### config.mk
export PLATFORM = sky130hd
export DESIGN_NAME = pc_fetch_unit
export DESIGN_NICKNAME = d
export VERILOG_FILES = /design/src/rtl/pc_fetch_unit.sv
export SDC_FILE = /design/constraint.sdc
export NUM_CORES = 1
export LEC_CHECK = 0
export BUFFER_PORTS_ARGS = -buffer_cell sky130_fd_sc_hd__buf_2
export CORE_MARGIN = 3
export CORE_UTILIZATION = 50
export DETAILED_ROUTE_END_ITERATION = 8
export PLACE_DENSITY = 0.92
export SYNTH_ARGS = -nofsm -noshare
export SYNTH_HDL_FRONTEND = slang
export SYNTH_SLANG_ARGS = --single-unit
### constraint.sdc
create_clock -name clk -period 4.5 [get_ports clk]
set_clock_uncertainty 0.1 [all_clocks]
set_input_delay 0.45 -clock clk [delete_from_list [all_inputs] [get_ports clk]]
set_output_delay 0.45 -clock clk [all_outputs]
set_load 0.01 [all_outputs]
### src/rtl/pc_fetch_unit.sv
// pc_fetch_unit: architectural PC register and single-outstanding instruction fetch sequencer
module pc_fetch_unit #(
   parameter logic [31:0] RESET_PC = 32'h0000_0000,
   parameter logic [31:0] NOP_INST = 32'h0000_0013
) (
   input  logic        clk,
   input  logic        rst,
   input  logic [31:0] npc,
   output logic        imem_req,
   output logic [31:0] imem_addr,
   input  logic        imem_gnt,
   input  logic        imem_rvalid,
   input  logic [31:0] imem_rdata,
   output logic [31:0] pc,
   output logic [31:0] inst,
   output logic        inst_valid,
   input  logic        inst_ready,
   output logic        misalign,
   output logic [31:0] instret
);
   typedef enum logic [2:0] {IDLE, REQ, WAIT, VALID, ERR} state_t;
   state_t state, state_nxt;
   logic   drop_pend;
   logic   take;
   logic   handshake;
   assign imem_req   = state == REQ;
   assign imem_addr  = pc;
   assign inst_valid = state == VALID;
   assign misalign   = state == ERR;
   assign take       = state == WAIT && imem_rvalid && !drop_pend;
   assign handshake  = state == VALID && inst_ready;
   // next state: a misaligned npc parks the unit in ERR until reset
   always_comb begin
      state_nxt = state;
      state_nxt = state == IDLE ? REQ :
                  (state == REQ && imem_gnt) ? WAIT :
                  take ? VALID :
                  handshake ? (npc[1:0] == 2'b00 ? REQ : ERR) :
                  state;
   end
   // state, PC, instruction and retire counter; a response still in flight at reset is dropped later
   always_ff @(posedge clk) begin
      if (rst) begin
         state     <= IDLE;
         pc        <= RESET_PC;
         inst      <= NOP_INST;
         instret   <= 32'd0;
         drop_pend <= state == WAIT && !imem_rvalid;
      end else begin
         state <= state_nxt;
         if (state == WAIT && imem_rvalid && drop_pend) drop_pend <= 1'b0;
         if (take) inst <= imem_rdata;
         if (handshake) begin
            instret <= instret + 32'd1;
            pc      <= npc;
            inst    <= NOP_INST;
         end
      end
   end
endmodule

=== Yosys cells after proc, flatten, opt, wreduce, memory -nomap -nowiden ===
Index checks and enable logic that the tools add are counted.
W data, S select, Z words.

* Bits in registers: 100
* Bits of input ports: 69
* Logic and storage cells: 35

* Add/subtract/negate cells: 1
* Eq/ne operators: 4
* Mux-type cells: 7
* Reduce and logical (&&, ||, !) cells: 16

{| class="wikitable"
|+ Operators by type and width
! kind !! number
|-
| $add A32 B1 Y32 const B || 1
|-
| $eq A3 B2 Y1 const B || 2
|-
| $logic_and A1 B1 Y1 || 6
|-
| $mux W2 || 3
|-
| $reduce_bool A4 Y1 || 1
|-
| $reduce_or A2 Y1 || 2
|-
| $reduce_or A4 Y1 || 1
|-
| $eq A3 B1 Y1 const B || 1
|-
| $eq A3 B3 Y1 const B || 1
|-
| $logic_not A3 Y1 || 1
|-
| $mux W1 || 3
|-
| $mux W3 || 1
|-
| $reduce_bool A3 Y1 || 1
|-
| $logic_not A1 Y1 || 2
|-
| $logic_not A2 Y1 || 1
|-
| $reduce_bool A2 Y1 || 1
|}

=== Longest topological paths before layout ===
* Depth in word-level cells: 6
* Gate-level depth with buffers: 7

=== Worst setup path after synthesis ===
Ideal clock, no wire load.

* Kind: reg2reg
* From: register instret[8]
* To: register instret[23]
* Setup time: 0.121 ns
* Arrival: 1.869 ns
* Slack: 2.410 ns
* Cell stages (with the launch flop): 6
* Period minus slack after synthesis: 2.090 ns
* Path through: dfxtp_1 nand4_2 or4_4 buf_6 nor4_1 mux2_2

* Longest elaborated chain between the ends: 1

{| class="wikitable"
|+ RTL lines
! what !! RTL line !! text
|-
| from (decl) || 19 || <nowiki>output logic [31:0] instret</nowiki>
|-
| from (signal assigned) || 54 || <nowiki>instret <= instret + 32'd1;</nowiki>
|-
| $add A32 B1 Y32 || 54 ||
|}

Every way passes these cells.
A chain may end at the register's enable or synchronous reset.

=== Worst setup path after layout ===
* From: register state[1]
* To: register inst[26]

* Longest elaborated chain between the ends: 3
* Elaborated cells on any way between the ends: 6

{| class="wikitable"
|+ RTL lines
! what !! RTL line !! text
|-
| from (decl) || 22 || <nowiki>state_t state, state_nxt;</nowiki>
|-
| from (signal assigned) || 50 || <nowiki>state <= state_nxt;</nowiki>
|-
| $eq A3 B2 Y1 (on tied branches) || 31, 30 ||
|-
| $logic_and A1 B1 Y1 (on tied branches) || 31, 30 ||
|-
| $reduce_or A2 Y1 (no line) / $logic_and A1 B1 Y1 (equally long branches) || n/a ||
|-
| to (signal assigned) || 52 || <nowiki>if (take) inst <= imem_rdata;</nowiki>
|-
| to (decl) || 15 || <nowiki>output logic [31:0] inst,</nowiki>
|}

Parallel ways exist; a longest one is shown, timed or not.

==> flow_metrics.py <==
metrics = {
    "global_route": {
        "grt_pass1_vias": 3754,
        "grt-ovfl-total": 0,
        "antenna_found_initial": 0,
        "grt_first_pass_wirelength_mm": 17.6,
        "gr-usage-all-layers": 0.219,
        "grt_max_degree": 72,
    },
    "synth": {
        "ys_top_cells_by_area": "dfxtp_1 (47%), nand2_1 (13%), a21oi_1 (10%), buf_4 (5.9%), or4_1 (2.9%)",
        "synth-edff-count": 1,
        "netlist_area_sq_um": 4210,
        "synth_cell_type_count": 38,
        "syn-num-nets": 590,
        "syn_inst": 520,
        "ys_warn_count": 0,
        "avgSynthCellArea_sq_um": 8.10,
        "synth_most_common_cell": "nand2_1",
        "synth_seq_cells": 100,
        "yosysTopAreaCell": "dfxtp_1",
        "synth_seq_area_share": 0.477,
        "synth_top_area_share": 0.470,
        "synth_ff_type": "dfxtp_1",
        "async_reset_ff_frac": 0,
        "synthTopCellsByCount": "nand2_1 (145), dfxtp_1 (99), a21oi_1 (84), buf_4 (33), clkbuf_1 (23)",
    },
    "sta": {
        "worst_pin_slew_ns": 1.21,
        "setup_viol": 0,
        "final_max_slew_viol_count": 0,
        "fin_crit_sh": 0.568,
        "min_period_ns": 2.56,
        "timing.slew.headroom": 0.189,
        "fmax_mhz": 391,
        "hold_viol_final": 0,
        "rsz0062_at_grt": "false",
        "fin_tns_setup_ns": 0,
        "whs_ns": 0.206,
    },
    "place": {
        "numPortBuffers": 199,
        "gp_congestion": 0.857,
        "dp.cells": 759,
        "dp_hpwl_mm": 7.99,
    },
    "floorplan": {
        "start_util": 0.529,
        "row_count": 32,
        "die_y_um": 97.8,
        "dieArea_sq_um": 9570,
        "die_width_um": 97.8,
        "ios": 200,
        "core-area_sq_um": 7970,
    },
    "routing": {
        "wl_met2_mm": 5.50,
        "dr_wl_met3_um": 790,
        "drc_errors": 0,
        "vias_per_cell": 5.38,
        "wl_mm": 11.0,
        "drt_iter0_drc": 149,
        "first_pass_iters": 4,
        "wl_per_cell_um": 14.1,
        "ant_nets": 0,
        "vias": 4173,
        "wl_met1_mm": 4.44,
        "routed.top_layer": "met4",
    },
    "critical_path": {
        "crit_path_top_delay_cell": "nor2b_2",
        "crit_fanout": 33,
        "path_cells": "nor4bb_1 -> nor2b_2 -> nand2_1 -> a21oi_1",
        "cp-end-kind": "register",
        "cp_num_buf_inv": 0,
        "crit_required_ns": 4.65,
        "cp_top_family": "simple AND/OR/NAND/NOR gates",
        "worst-setup-path-type": "register to register",
        "slowest_delay_ns": 1.04,
        "worst-endpoint-arrival_ns": 2.71,
        "cp-start-kind": "register",
    },
    "clocking": {
        "cts.sinks": 100,
        "numCtsBuffers": 9,
        "post_cts_buffers": 0,
        "cts_tree": "yes",
        "htreeDepth": 3,
        "insertion_delay_ns": 0.35,
        "clockBufferDepth": 2,
        "ctsResizeCount": 0,
        "root_buffer": "clkbuf_8",
        "clkTransAtPathRegs_ns": 0.09,
        "hold_buffers": 0,
    },
    "power": {
        "power.clock.fraction": 0.358,
        "pwr-share-comb": 0.071,
        "p_int_mw": 1.22,
        "powerDensity_nw_per_um2": 309,
        "p_sw_frac": 0.236,
        "power_mw": 1.60,
        "power.switching_mw": 0.378,
        "seq_power_share": 0.571,
        "ir_drop_uv": 164,
        "p_leak_nw": 2.28,
    },
    "layout": {
        "fin_util": 0.649,
        "multi_input_area_sq_um": 1800,
        "diodes": 0,
        "fillers": 684,
        "areaGrowthSynthToFinish_pct": 22.7,
        "fin_cells": 775,
        "finalNetCount": 738,
        "drive_gt1_frac": 0.334,
        "seqCellArea_sq_um": 2010,
    },
    "job": {
        "maxCapViolations": 0,
    },
    "outcome": {
        "outcome": "finished, final reports clean",
    },
    "worst_hold_path": {
        "hold_class": "input pin to register",
    },
}
-- area by class of cell --
class                           count  share of cell area
Clock buffer                       11              0.0273
Clock inverter                      5              0.0116
Inverter                            3             0.00218
Multi-Input combinational cell    352               0.348
Sequential cell                   100               0.389
Tap cell                          102              0.0247
Timing Repair Buffer              202               0.197
-- power by group through the flow --
stage	sequential (mW)	clock, mW	combinational [mW]
6_report	0.914	0.573	0.114
5_1_grt	0.916	0.624	0.125
3_5_place_dp	0.934	0	0.114
4_1_cts	0.914	0.586	0.115
3_3_place_gp	0.933	0	0.112
2_1_floorplan	0.934	0	0.0661
-- metal layers --
metal / vias up / GRT usage
li1: 2038 / -
met1: 1923 / 0.259
met2: 191 / 0.393
met3: 21 / 0.0386
met4: 0 / 0.0863
met5: - / 0
-- sequential cells by signal (all words and copies together) (netlist names) --
register and flops:
state 3, inst 32, imem_addr 32, drop_pend 1, instret 32
-- metrics by stage --
step,cell area (sq um),worst slack (ns)
2_1_floorplan,4210,2.41
3_3_place_gp,4970,2.10
3_5_place_dp,4970,1.94
4_1_cts,5170,1.93
5_1_grt,5170,1.74
6_report,5170,1.94
-- path summary, 6_finish.rpt --
check                           slack [ns]     startpoint       end  cells past startpoint
worst max-delay path                  1.94       state[1]  inst[26]                      4
worst min-delay path                  0.21  imem_rdata[4]   inst[4]                      3
worst max register to register        1.94       state[1]  inst[26]                      4
worst min register to register        0.36        inst[9]   inst[9]                      2
-- worst register-to-register path, cell delays in order, from the launching register on --
cell,delay (ns)
dfxtp_1,0.54
nor4bb_1,0.48
nor2b_2,1.04
nand2_1,0.15
a21oi_1,0.17
-- placed cells by master, fill, tap and decap left out, drive strengths merged, types with 2 or more instances in the layout --
cell      synthesis  final
buf              42    202
nand2           145    145
dfxtp            99     99
a21oi            84     84
or4              17     17
nor2             14     14
nand3            13     13
o31ai            11     11
clkbuf           23     11
nand4            10     10
or3               9      9
o21ai             8      8
xnor2             8      8
nor4              5      5
inv               3      4
nor3              3      3
and3              3      3
xor2              3      3
nand2b            2      2
and4b             2      2
and4              2      2
or2               2      2
clkinvlp          0      2
nor2b             2      2
-- kinds of logic (layout without fill, tap and decap cells) --
logic type               count (synthesis)  count (layout)  share of synthesized area
AND/OR/NAND/NOR                        232             232                      0.262
AO/OA/AOI/OAI                          107             107                      0.136
flip-flops                             100             100                      0.477
buffers and inverters                   68             221                     0.0956
XOR/XNOR                                11              11                     0.0229
adder cells (fa/ha/maj)                  1               1                    0.00297
multiplexers                             1               1                    0.00267
Power figures use the tool's default switching activity.
